`src/rtl/wb_tia_objects.sv`:
```
// -----------------------------------------------------------------------------
// wb_tia_objects
//
// A TIA-style object/playfield engine behind an 8-bit Wishbone slave port.
// A horizontal beam counter walks H_TOTAL pixel slots per line. On each slot,
// NUM_OBJ 8-pixel sprites are tested against the beam and the resulting colour
// is emitted one cycle later. Pairwise sprite overlaps on visible pixels latch
// into sticky collision bits. The CPU can be stalled until the end of the line
// (WSYNC), and sprites can be placed (RESk) or nudged (HMOVE).
//
// Optional feature macro: WB_TIA_OBJECTS_REFLECT_EN
//   When defined, bit 4 of each object's HMk register is REFk. REFk mirrors the
//   graphic so that it is drawn LSB first. When the macro is undefined, bit 4 is
//   ignored and every object is drawn MSB first.
//
// Write map:
//   0x00 WSYNC   0x01 HMOVE   0x02 HMCLR   0x03 CXCLR   0x04 COLUBK[7:1]
//   0x10+4k: +0 GRPk, +1 COLk[7:1], +2 RESk (strobe), +3 HMk[3:0] (+REFk bit 4)
// Read map:
//   0x08+j collision row j (bit i = objects i and j overlapped); others read 0
//
// Ports:
//   clk_i      sole clock, rising edge
//   rst_i      synchronous active-high reset
//   stb_i      Wishbone strobe
//   we_i       Wishbone write enable
//   adr_i      Wishbone address
//   dat_i      Wishbone write data
//   ack_o      registered acknowledge, one cycle after each strobe
//   dat_o      registered read data, valid in the ack cycle
//   pix_en     advance the beam by one pixel slot
//   pix_valid  pix_color holds a visible pixel
//   pix_color  7-bit colour index of the current pixel
//   line_end   one-cycle pulse after the beam wraps to slot 0
//   stall_cpu  high while a WSYNC is pending
// -----------------------------------------------------------------------------
module wb_tia_objects #(
  parameter int WB_DATA_WIDTH = 8,
  parameter int WB_ADDR_WIDTH = 7,
  parameter int NUM_OBJ       = 4,
  parameter int H_VISIBLE     = 160,
  parameter int H_TOTAL       = 228
) (
  input  logic                     clk_i,
  input  logic                     rst_i,
  input  logic                     stb_i,
  input  logic                     we_i,
  input  logic [WB_ADDR_WIDTH-1:0] adr_i,
  input  logic [WB_DATA_WIDTH-1:0] dat_i,
  output logic                     ack_o,
  output logic [WB_DATA_WIDTH-1:0] dat_o,
  input  logic                     pix_en,
  output logic                     pix_valid,
  output logic [6:0]               pix_color,
  output logic                     line_end,
  output logic                     stall_cpu
);

  localparam int HW = $clog2(H_TOTAL);

  localparam logic [WB_ADDR_WIDTH-1:0] A_WSYNC  = WB_ADDR_WIDTH'(8'h00);
  localparam logic [WB_ADDR_WIDTH-1:0] A_HMOVE  = WB_ADDR_WIDTH'(8'h01);
  localparam logic [WB_ADDR_WIDTH-1:0] A_HMCLR  = WB_ADDR_WIDTH'(8'h02);
  localparam logic [WB_ADDR_WIDTH-1:0] A_CXCLR  = WB_ADDR_WIDTH'(8'h03);
  localparam logic [WB_ADDR_WIDTH-1:0] A_COLUBK = WB_ADDR_WIDTH'(8'h04);

  // ---------------------------------------------------------------------------
  // Position arithmetic helpers
  // ---------------------------------------------------------------------------

  // HMOVE: x - hm, wrapped into [0, H_VISIBLE). x < H_VISIBLE and hm is in
  // -8..+7, so a single add or subtract of H_VISIBLE always suffices.
  function automatic logic [HW-1:0] f_hmove_wrap(input logic [HW-1:0] x,
                                                 input logic signed [3:0] hm);
    logic signed [HW+1:0] hm_ext;
    logic signed [HW+1:0] t;
    hm_ext = {{(HW-2){hm[3]}}, hm};
    t      = $signed({2'b00, x}) - hm_ext;
    if (t < 0)
      t = t + $signed((HW+2)'(H_VISIBLE));
    else if (t >= $signed((HW+2)'(H_VISIBLE)))
      t = t - $signed((HW+2)'(H_VISIBLE));
    return HW'(t);
  endfunction

  // RESk in horizontal blank parks the object at the last visible column.
  function automatic logic [HW-1:0] f_res_clamp(input logic [HW-1:0] h);
    if (h >= HW'(H_VISIBLE))
      return HW'(H_VISIBLE - 1);
    return h;
  endfunction

  // ---------------------------------------------------------------------------
  // State
  // ---------------------------------------------------------------------------
  logic [HW-1:0]        r_hpos;
  logic [HW-1:0]        r_x   [NUM_OBJ];
  logic [7:0]           r_grp [NUM_OBJ];
  logic [6:0]           r_col [NUM_OBJ];
  logic signed [3:0]    r_hm  [NUM_OBJ];
  logic [NUM_OBJ-1:0]   r_cx  [NUM_OBJ];
  logic [6:0]           r_colubk;
  logic                 r_stall;
  logic                 r_ack;
  logic [7:0]           r_dat;
  logic                 r_pix_valid;
  logic [6:0]           r_pix_color;
  logic                 r_line_end;

  // ---------------------------------------------------------------------------
  // Bus decode
  // ---------------------------------------------------------------------------
  logic                 w_wr;
  logic                 w_wsync;
  logic                 w_hmove;
  logic                 w_hmclr;
  logic                 w_cxclr;
  logic                 w_colubk;
  logic [NUM_OBJ-1:0]   w_grp_we;
  logic [NUM_OBJ-1:0]   w_col_we;
  logic [NUM_OBJ-1:0]   w_res_we;
  logic [NUM_OBJ-1:0]   w_hm_we;
  logic [7:0]           w_rdata;

  assign w_wr     = stb_i & we_i & ~rst_i;
  assign w_wsync  = w_wr && (adr_i == A_WSYNC);
  assign w_hmove  = w_wr && (adr_i == A_HMOVE);
  assign w_hmclr  = w_wr && (adr_i == A_HMCLR);
  assign w_cxclr  = w_wr && (adr_i == A_CXCLR);
  assign w_colubk = w_wr && (adr_i == A_COLUBK);

  always_comb begin
    w_grp_we = '0;
    w_col_we = '0;
    w_res_we = '0;
    w_hm_we  = '0;
    for (int k = 0; k < NUM_OBJ; k++) begin
      if (adr_i == WB_ADDR_WIDTH'(16 + 4*k + 0)) w_grp_we[k] = w_wr;
      if (adr_i == WB_ADDR_WIDTH'(16 + 4*k + 1)) w_col_we[k] = w_wr;
      if (adr_i == WB_ADDR_WIDTH'(16 + 4*k + 2)) w_res_we[k] = w_wr;
      if (adr_i == WB_ADDR_WIDTH'(16 + 4*k + 3)) w_hm_we[k]  = w_wr;
    end
  end

  // Collision rows are the only readable registers.
  always_comb begin
    w_rdata = '0;
    for (int j = 0; j < NUM_OBJ; j++) begin
      if (adr_i == WB_ADDR_WIDTH'(8 + j))
        w_rdata[NUM_OBJ-1:0] = r_cx[j];
    end
  end

  // ---------------------------------------------------------------------------
  // Reflect bits (optional)
  // ---------------------------------------------------------------------------
  logic [NUM_OBJ-1:0] w_ref;

`ifdef WB_TIA_OBJECTS_REFLECT_EN
  logic [NUM_OBJ-1:0] r_ref;

  // REFk shares the HMk write but is deliberately untouched by HMCLR.
  always_ff @(posedge clk_i) begin
    if (rst_i) begin
      r_ref <= '0;
    end else begin
      for (int k = 0; k < NUM_OBJ; k++) begin
        if (w_hm_we[k]) r_ref[k] <= dat_i[4];
      end
    end
  end

  assign w_ref = r_ref;
`else
  assign w_ref = '0;
`endif

  // ---------------------------------------------------------------------------
  // Object hit test against the current (pre-increment) beam position
  // ---------------------------------------------------------------------------
  logic [NUM_OBJ-1:0] w_hit;
  logic [6:0]         w_color;
  logic               w_vis;
  logic               w_wrap;

  for (genvar k = 0; k < NUM_OBJ; k++) begin : g_hit
    logic [HW-1:0] w_off;
    logic [2:0]    w_bit;
    assign w_off    = r_hpos - r_x[k];
    // Normal drawing scans the graphic MSB first; reflected scans LSB first.
    assign w_bit    = w_ref[k] ? w_off[2:0] : (3'd7 - w_off[2:0]);
    // No horizontal wrap: the graphic only exists to the right of x_k.
    assign w_hit[k] = (r_hpos >= r_x[k]) && (w_off < HW'(8)) && r_grp[k][w_bit];
  end

  // Lowest-index object wins; iterate downward so it is assigned last.
  always_comb begin
    w_color = r_colubk;
    for (int k = NUM_OBJ - 1; k >= 0; k--) begin
      if (w_hit[k]) w_color = r_col[k];
    end
  end

  assign w_vis  = (r_hpos < HW'(H_VISIBLE));
  assign w_wrap = pix_en && (r_hpos == HW'(H_TOTAL - 1));

  // ---------------------------------------------------------------------------
  // Beam counter, pixel output and WSYNC stall
  // ---------------------------------------------------------------------------
  always_ff @(posedge clk_i) begin
    if (rst_i) begin
      r_hpos      <= '0;
      r_pix_valid <= 1'b0;
      r_pix_color <= '0;
      r_line_end  <= 1'b0;
      r_stall     <= 1'b0;
    end else begin
      if (pix_en)
        r_hpos <= w_wrap ? '0 : r_hpos + HW'(1);
      r_pix_valid <= pix_en && w_vis;
      if (pix_en)
        r_pix_color <= w_color;
      r_line_end <= w_wrap;
      // A WSYNC landing on the wrap cycle waits for the following wrap.
      if (w_wsync)
        r_stall <= 1'b1;
      else if (w_wrap)
        r_stall <= 1'b0;
    end
  end

  // ---------------------------------------------------------------------------
  // Wishbone response
  // ---------------------------------------------------------------------------
  always_ff @(posedge clk_i) begin
    if (rst_i) begin
      r_ack <= 1'b0;
      r_dat <= '0;
    end else begin
      r_ack <= stb_i;
      r_dat <= (stb_i && !we_i) ? w_rdata : 8'h00;
    end
  end

  // ---------------------------------------------------------------------------
  // Object registers
  // ---------------------------------------------------------------------------
  always_ff @(posedge clk_i) begin
    if (rst_i) begin
      r_colubk <= '0;
      for (int k = 0; k < NUM_OBJ; k++) begin
        r_x[k]   <= '0;
        r_grp[k] <= '0;
        r_col[k] <= '0;
        r_hm[k]  <= '0;
      end
    end else begin
      if (w_colubk) r_colubk <= dat_i[7:1];
      for (int k = 0; k < NUM_OBJ; k++) begin
        if (w_grp_we[k]) r_grp[k] <= dat_i[7:0];
        if (w_col_we[k]) r_col[k] <= dat_i[7:1];
        if (w_hm_we[k])
          r_hm[k] <= $signed(dat_i[3:0]);
        else if (w_hmclr)
          r_hm[k] <= '0;
        // RESk and HMOVE are distinct bus writes, so they never collide.
        if (w_res_we[k])
          r_x[k] <= f_res_clamp(r_hpos);
        else if (w_hmove)
          r_x[k] <= f_hmove_wrap(r_x[k], r_hm[k]);
      end
    end
  end

  // ---------------------------------------------------------------------------
  // Collision latches: clear has priority over a same-cycle set
  // ---------------------------------------------------------------------------
  always_ff @(posedge clk_i) begin
    if (rst_i || w_cxclr) begin
      for (int j = 0; j < NUM_OBJ; j++) r_cx[j] <= '0;
    end else if (pix_en && w_vis) begin
      for (int j = 0; j < NUM_OBJ; j++) begin
        for (int i = 0; i < NUM_OBJ; i++) begin
          if (i != j && w_hit[i] && w_hit[j]) r_cx[j][i] <= 1'b1;
        end
      end
    end
  end

  assign ack_o     = r_ack;
  assign dat_o     = r_dat;
  assign pix_valid = r_pix_valid;
  assign pix_color = r_pix_color;
  assign line_end  = r_line_end;
  assign stall_cpu = r_stall;

endmodule

```
`config.mk`:
```
export PLATFORM = sky130hd
export DESIGN_NAME = wb_tia_objects
export DESIGN_NICKNAME = d
export VERILOG_FILES = /design/src/rtl/wb_tia_objects.sv
export SDC_FILE = /design/constraint.sdc
export NUM_CORES = 1
export LEC_CHECK = 0
export ABC_AREA = 1
export CAP_MARGIN = 5
export CORE_MARGIN = 2
export CORE_UTILIZATION = 65
export DETAILED_ROUTE_END_ITERATION = 8
export PLACE_DENSITY = 0.84
export SETUP_SLACK_MARGIN = 0.2
export SYNTH_ARGS = -nofsm -noshare
export SYNTH_HDL_FRONTEND = slang
export SYNTH_SLANG_ARGS = --single-unit
```
`constraint.sdc`:
```
create_clock -name clk_i -period 7.05 [get_ports clk_i]
set_input_delay 1.41 -clock clk_i [delete_from_list [all_inputs] [get_ports clk_i]]
set_output_delay 1.41 -clock clk_i [all_outputs]
set_load 0.1 [all_outputs]
```
==> results of run 1 <==
where the power goes:
| part | leakage, uW | switching [uW] | internal (uW) |
|---|---|---|---|
| registers | 0.00140 | 17.9 | 978 |
| clock network | 0.000293 | 357 | 626 |
| logic | 0.00371 | 268 | 137 |
logic make-up after synthesis:
group           count (synthesis)  share of synthesized area
other cells                     1                  0.0003630
fa+ha+maj                      86                     0.1100
flops                         150                     0.3983
compound gates                175                     0.1036
simple gates                  619                     0.2607
xor+xnor                       33                    0.03379
buf+inv                       248                    0.09339
layout make-up:
| type | instances | area, um2 | area share |
|---|---|---|---|
| Clock buffer | 19 | 432.9 | 0.03764 |
| Sequential cell | 150 | 4114 | 0.3577 |
| Clock inverter | 13 | 205.2 | 0.01784 |
| Inverter | 229 | 860.8 | 0.07485 |
| Multi-Input combinational cell | 917 | 5263 | 0.4576 |
| Tap cell | 216 | 270.3 | 0.02350 |
| Timing Repair Buffer | 36 | 355.3 | 0.03090 |
sequential cells by signal, indices dropped and copies added (netlist names):
name	count
r_cx	12
ack_o	1
r_hpos	8
line_end	1
r_col	28
dat_o	4
pix_color	7
r_colubk	7
r_grp	32
r_x	32
r_hm	16
pix_valid	1
stall_cpu	1
critical path, delay by kind of cell:
family                 cells  cell delay [ns]
buffers and inverters      6             1.32
AND/OR/NAND/NOR            6             0.98
cells in the final DEF, fill, tap and decap left out, types with 8 or more instances in the layout:
cell type	netlist	routed
a211oi_1	10	10
a21oi_1	68	68
a21oi_2	10	10
clkbuf_16	0	17
clkdlybuf4s50_1	0	34
dfxtp_1	39	39
edfxtp_1	111	111
fa_1	8	8
ha_1	78	78
inv_1	205	205
inv_2	17	17
nand2_1	286	286
nand3_1	89	89
nand3b_1	10	10
nand4_1	24	24
nor2_1	171	171
o21ai_0	35	35
o21ai_1	9	9
xnor2_1	11	11
xor2_1	14	14
xor2_2	8	8
stage by stage:
step,hold slack (ns),setup WS (ns),cells,utilization
final,0.4552,3.427,1580,0.7320
after CTS,0.4539,3.473,1580,0.7320
after detailed placement,0.4418,3.027,1548,0.6914
after global routing,0.4851,3.221,1580,0.7320
after floorplan,0.4264,4.172,1315,-
after global placement,0.4435,3.121,1548,0.6914
worst paths after layout:
kind	from	end	slack, ns
hold / removal	r_cx[2][3]$_DFF_P_	r_cx[2][3]$_DFF_P_	0.46
setup / recovery	rst_i	r_x[1][6]$_SDFFCE_PN0P_	3.43
hold reg to reg	r_cx[2][3]$_DFF_P_	r_cx[2][3]$_DFF_P_	0.46
setup reg to reg	r_hpos[1]$_SDFFE_PP0P_	pix_color[0]$_SDFFE_PP0P_	3.50
layer usage:
| metal | up-vias | part of all wire |
|---|---|---|
| met1 | 3996 | 0.41 |
| li1 | 4391 | - |
| met3 | 75 | 0.086 |
| met5 | - | 0 |
| met4 | 0 | 0.040 |
| met2 | 386 | 0.47 |
==> key figures, run 1 <==
Worst setup path
  – Setup crit end kind: flop
  – Crit path kind: in -> reg
  – CP Launch Type: input port
  – CP max stage delay: 0.41 ns
  – Crit-path max FO: 24
  – Cell breakdown of the critical path: clkdlybuf4s50_1 > buf_4 > nor2_1 > nand2_1 > nor2_2 > inv_2 > nor2_2 > buf_4 > inv_2 > nand2_1 > inv_1 > nand2_1
  – Most used cell along the critical path: nand2_1
  – Slowest cell on crit path: clkdlybuf4s50_1
  – Worst Path Required: 7.15 ns
  – Arr. time, crit path: 3.72 ns
  – Worst reg2reg path depth: 13

Route
  – DRC Markers: 0
  – Via density: 5.600
  – WL/cell: 15.79 um
  – Antenna Violating Nets Remaining: 0
  – DRT iter0 DRCs: 913
  – 1st-pass router iterations: 8
  – Via Count: 8848
  – Final WL: 24.95 mm

Synthesis
  – Cell accounting for the most synthesized area: edfxtp_1
  – Number of flops mapped to enable cells by yosys: 111
  – Most frequent cell after synthesis: nand2_1
  – Flops & latches, synth: 150
  – Post-Synthesis Cells: 1312
  – Mapped Area: 0.01033 mm2
  – Synth area leaders: edfxtp_1, nand2_1, ha_1, dfxtp_1, inv_1
  – Synthesis Warnings: 0
  – Distinct cells, synth: 57
  – Register area share after synthesis: 0.3983
  – Primary FF master, synth: edfxtp_1
  – Syn avg cell area: 7.873 um2
  – Synth top area share: 0.3227
  – Post-synth top cells: nand2_1, inv_1, nor2_1
  – FFs w/ async S/R, synth: 0

STA
  – Final setup viols: 0
  – Tcrit/Tclk final: 0.5139
  – FMAX: 276.0 MHz
  – Setup tns final: 0 ns
  – Final Max Slew Viols: 0
  – Worst-margin pin slew: 1.003 ns
  – Post-layout min period: 3.623 ns
  – Slew HR: 0.3296
  – RSZ-0062 raised after global routing: no
  – Worst-case clock skew: 0.007796 ns
  – Final hold viol count: 0

Outcome
  – Outcome: finished clean

Run
  – Max Cap Violations: 0

Floorplan
  – Num rows: 46
  – Initial core utilization: 0.6574
  – Die X: 130.1 um
  – Chip height: 130.1 um
  – Die area: 0.01692 mm2
  – Ports: 39
  – Total core area: 0.01571 mm2

Clock tree
  – Post-CTS setup buffer count: 0
  – CTS Buf Count: 17
  – Hold buffers post-CTS: 0
  – CTS Root Cell: clkbuf_16
  – Max Buffers Root-to-Sink: 2
  – Clock Latency Late Sink: 0.43 ns
  – CTS clk-pin slew, worst paths: 0.06 ns
  – Clock sink total: 150
  – Post-CTS Resized: 0
  – CTS tree: built
  – CTS H-tree lvls: 4

Layout
  – FILL cells: 1191
  – Post-layout nets: 1457
  – Layout cells sized above 1: 0.07258
  – Cell area after layout: 0.01150 mm2
  – Area delta synth->final: 11.34%
  – # diodes: 0

Place
  – PortBufs: 34
  – Placed cell area: 0.01086 mm2
  – Final HPWL DP: 18.40 mm
  – Final GP Congestion: 0.9461

Min path
  – Hold Path Class: reg -> reg
  – Hold Path Depth: 2

Power and ir drop
  – Worst vdd ir: 170.5 uV
  – P per Cell Area: 207.2 mW/mm2
  – Total Power: 2383 uW
  – Leakage: 0.005403 uW

GRT
  – GR Util met2: 0.5032
  – Met1 GRT Util: 0.3937
  – Largest net degree at the start of global routing: 25
  – All-Layer GR Usage: 0.3078
  – Grt met3 use: 0.06273
  – Antenna violations before repair: 0
  – First-pass GRT wire length: 39.63 mm
  – GR peak layer: met2
  – Total grt overflow: 0
  – Vias in the first global route: 8302
Power figures use the tool's default switching activity.
==> inputs of run 2 (changes only) <==
CORE_UTILIZATION = 62   (was 65)
PLACE_DENSITY = 0.81   (was 0.84)
clock period = 3.66 ns   (was 7.05 ns; I/O delays follow)
==> run 2 against run 1 <==
Compared with the run above: combinational power rose by 94%; sequential share of layout area rose by 0.12 points; largest cell class unchanged; via count rose by 0.60%; sequential cell count is the same; die area is 4.7% higher; routed wire length up 3.2%; design area shrank 0.34%; critical path depth down 2; utilization down 3.3 points; worst setup slack worse by 2.9 ns; worst hold slack gained 0.021 ns; non-clock buffer count up 3.
==> key figures, run 2 (synthesized netlist as in run 1, its figures left out) <==
Outcome
  – Outcome: finished clean

Layout
  – Layout cells sized above 1: 0.07681
  – # diodes: 0
  – Area delta synth->final: 10.96%
  – Non-filler instance count after layout: 1587
  – Most common cell after layout, fill and taps aside: nand2_1
  – Area of the multi-input gates: 0.005263 mm2
  – Most frequent cells in the layout: nand2_1, inv_1, nor2_1, edfxtp_1, nand3_1
  – Top Registers: r_grp: 32 flops, r_x: 32 flops, r_col: 28 flops
  – Post-layout nets: 1460
  – Register area: 0.004114 mm2
  – FILL cells: 1319

Place
  – Final HPWL DP: 19.29 mm
  – PortBufs: 34
  – Final GP Congestion: 1.015
  – Dpl cells: 1555

STA
  – Hold Slack: 0.4765 ns
  – Final Max Slew Viols: 0
  – Final setup viols: 0
  – FMAX: 316.2 MHz
  – Worst-margin pin slew: 0.9987 ns
  – Worst-case clock skew: 0.01265 ns
  – Tcrit/Tclk final: 0.8640
  – Post-layout min period: 3.162 ns
  – Slew HR: 0.3321
  – Final hold viol count: 0
  – Setup tns final: 0 ns
  – RSZ-0062 raised after global routing: no

Worst setup path
  – Crit-path max FO: 16
  – Arr. time, crit path: 3.32 ns
  – Crit path kind: reg -> reg
  – CP Launch Type: flop
  – Cell breakdown of the critical path: inv_1 > fa_1 > o21ai_0 > o211ai_1 > nand3b_1 > nor2_2 > nand4_2 > inv_2 > nand2_1 > nand2_1
  – Crit path depth: 10
  – Slowest cell on crit path: fa_1
  – Setup crit end kind: flop
  – Worst Path Required: 3.82 ns
  – CP max stage delay: 0.66 ns
  – Worst reg2reg path depth: 10
  – Most used cell along the critical path: nand2_1
  – Delay-heaviest family, CP: simple AND/OR/NAND/NOR gates
  – Buffer and inverter count on the worst path: 2

Route
  – Via Count: 8901
  – DRT iter0 DRCs: 839
  – WL/cell: 16.22 um
  – DRC Markers: 0
  – Antenna Violating Nets Remaining: 0
  – Final WL: 25.75 mm
  – 1st-pass router iterations: 5
  – Via density: 5.609

Floorplan
  – Die area: 0.01771 mm2
  – Chip height: 133.1 um
  – Total core area: 0.01641 mm2
  – Ports: 39
  – Die X: 133.1 um
  – Num rows: 47
  – Initial core utilization: 0.6296

GRT
  – Vias in the first global route: 8659
  – Largest net degree at the start of global routing: 24
  – Antenna violations before repair: 0
  – Total grt overflow: 0
  – First-pass GRT wire length: 42.31 mm
  – All-Layer GR Usage: 0.3053

Clock tree
  – Hold buffers post-CTS: 0
  – CTS Buf Count: 17
  – Post-CTS Resized: 0
  – Clock Latency Late Sink: 0.44 ns
  – Clock sink total: 150
  – CTS H-tree lvls: 4
  – Post-CTS setup buffer count: 0
  – CTS Root Cell: clkbuf_16
  – CTS tree: built
  – Max Buffers Root-to-Sink: 2
  – CTS clk-pin slew, worst paths: 0.07 ns

Power and ir drop
  – Switch Pwr: 1311 uW
  – Total Power: 4401 uW
  – Sw frac: 0.2979
  – Worst vdd ir: 345.2 uV
  – P per Cell Area: 383.9 mW/mm2
  – Comb pwr share: 0.179
  – Leakage: 0.005404 uW
  – Pint: 3090 uW
  – Sequential fraction of design power: 0.435
  – Clock Power Share: 0.387

Run
  – Max Cap Violations: 0

Min path
  – Hold Path Class: reg -> reg
  – Hold Path Depth: 2
-- run 2: area by class of cell --
type | instances | area share
Clock buffer | 19 | 0.04050
Inverter | 229 | 0.07510
Clock inverter | 13 | 0.009388
Tap cell | 220 | 0.02401
Sequential cell | 150 | 0.3589
Multi-Input combinational cell | 917 | 0.4591
Timing Repair Buffer | 39 | 0.03297
-- run 2: power groups by stage --
stage	clock, uW	combinational [uW]	sequential (uW)
final	1700	786	1910
after global routing	1760	884	1920
after CTS	1700	781	1910
after detailed placement	0	773	1950
after global placement	0	750	1950
after floorplan	0	589	1950
-- run 2: path summary, 6_finish.rpt --
| path | end | slack [ns] | start |
|---|---|---|---|
| hold / removal | r_cx[2][0]$_DFF_P_ | 0.48 | r_cx[2][0]$_DFF_P_ |
| hold reg to reg | r_cx[2][0]$_DFF_P_ | 0.48 | r_cx[2][0]$_DFF_P_ |
| setup / recovery | r_cx[3][1]$_DFFE_PP_ | 0.50 | r_hpos[1]$_SDFFE_PP0P_ |
| setup reg to reg | r_cx[3][1]$_DFFE_PP_ | 0.50 | r_hpos[1]$_SDFFE_PP0P_ |
-- run 2: layer usage --
layer  GRT usage  vias to the layer above  wire length (um)
li1            -                     4392                 -
met1      0.3904                     4038             10550
met2      0.5043                      392             12170
met3     0.04828                       79              1973
met4      0.1565                        0              1050
met5           0                        -                 0
-- run 2: metrics by stage --
stage	setup slack (ns)	util	instance area, um2
after floorplan	1.138	-	10340
after global placement	0.4409	0.6638	10890
after detailed placement	0.4196	0.6638	10890
after CTS	0.5405	0.6986	11460
after global routing	0.2716	0.6986	11460
final	0.4977	0.6986	11460
-- run 2: tightest hold or removal path, stage by stage, from the launching register on --
cell and delay (ns):
dfxtp_1 0.32, nand2_1 0.06, nand2_1 0.05
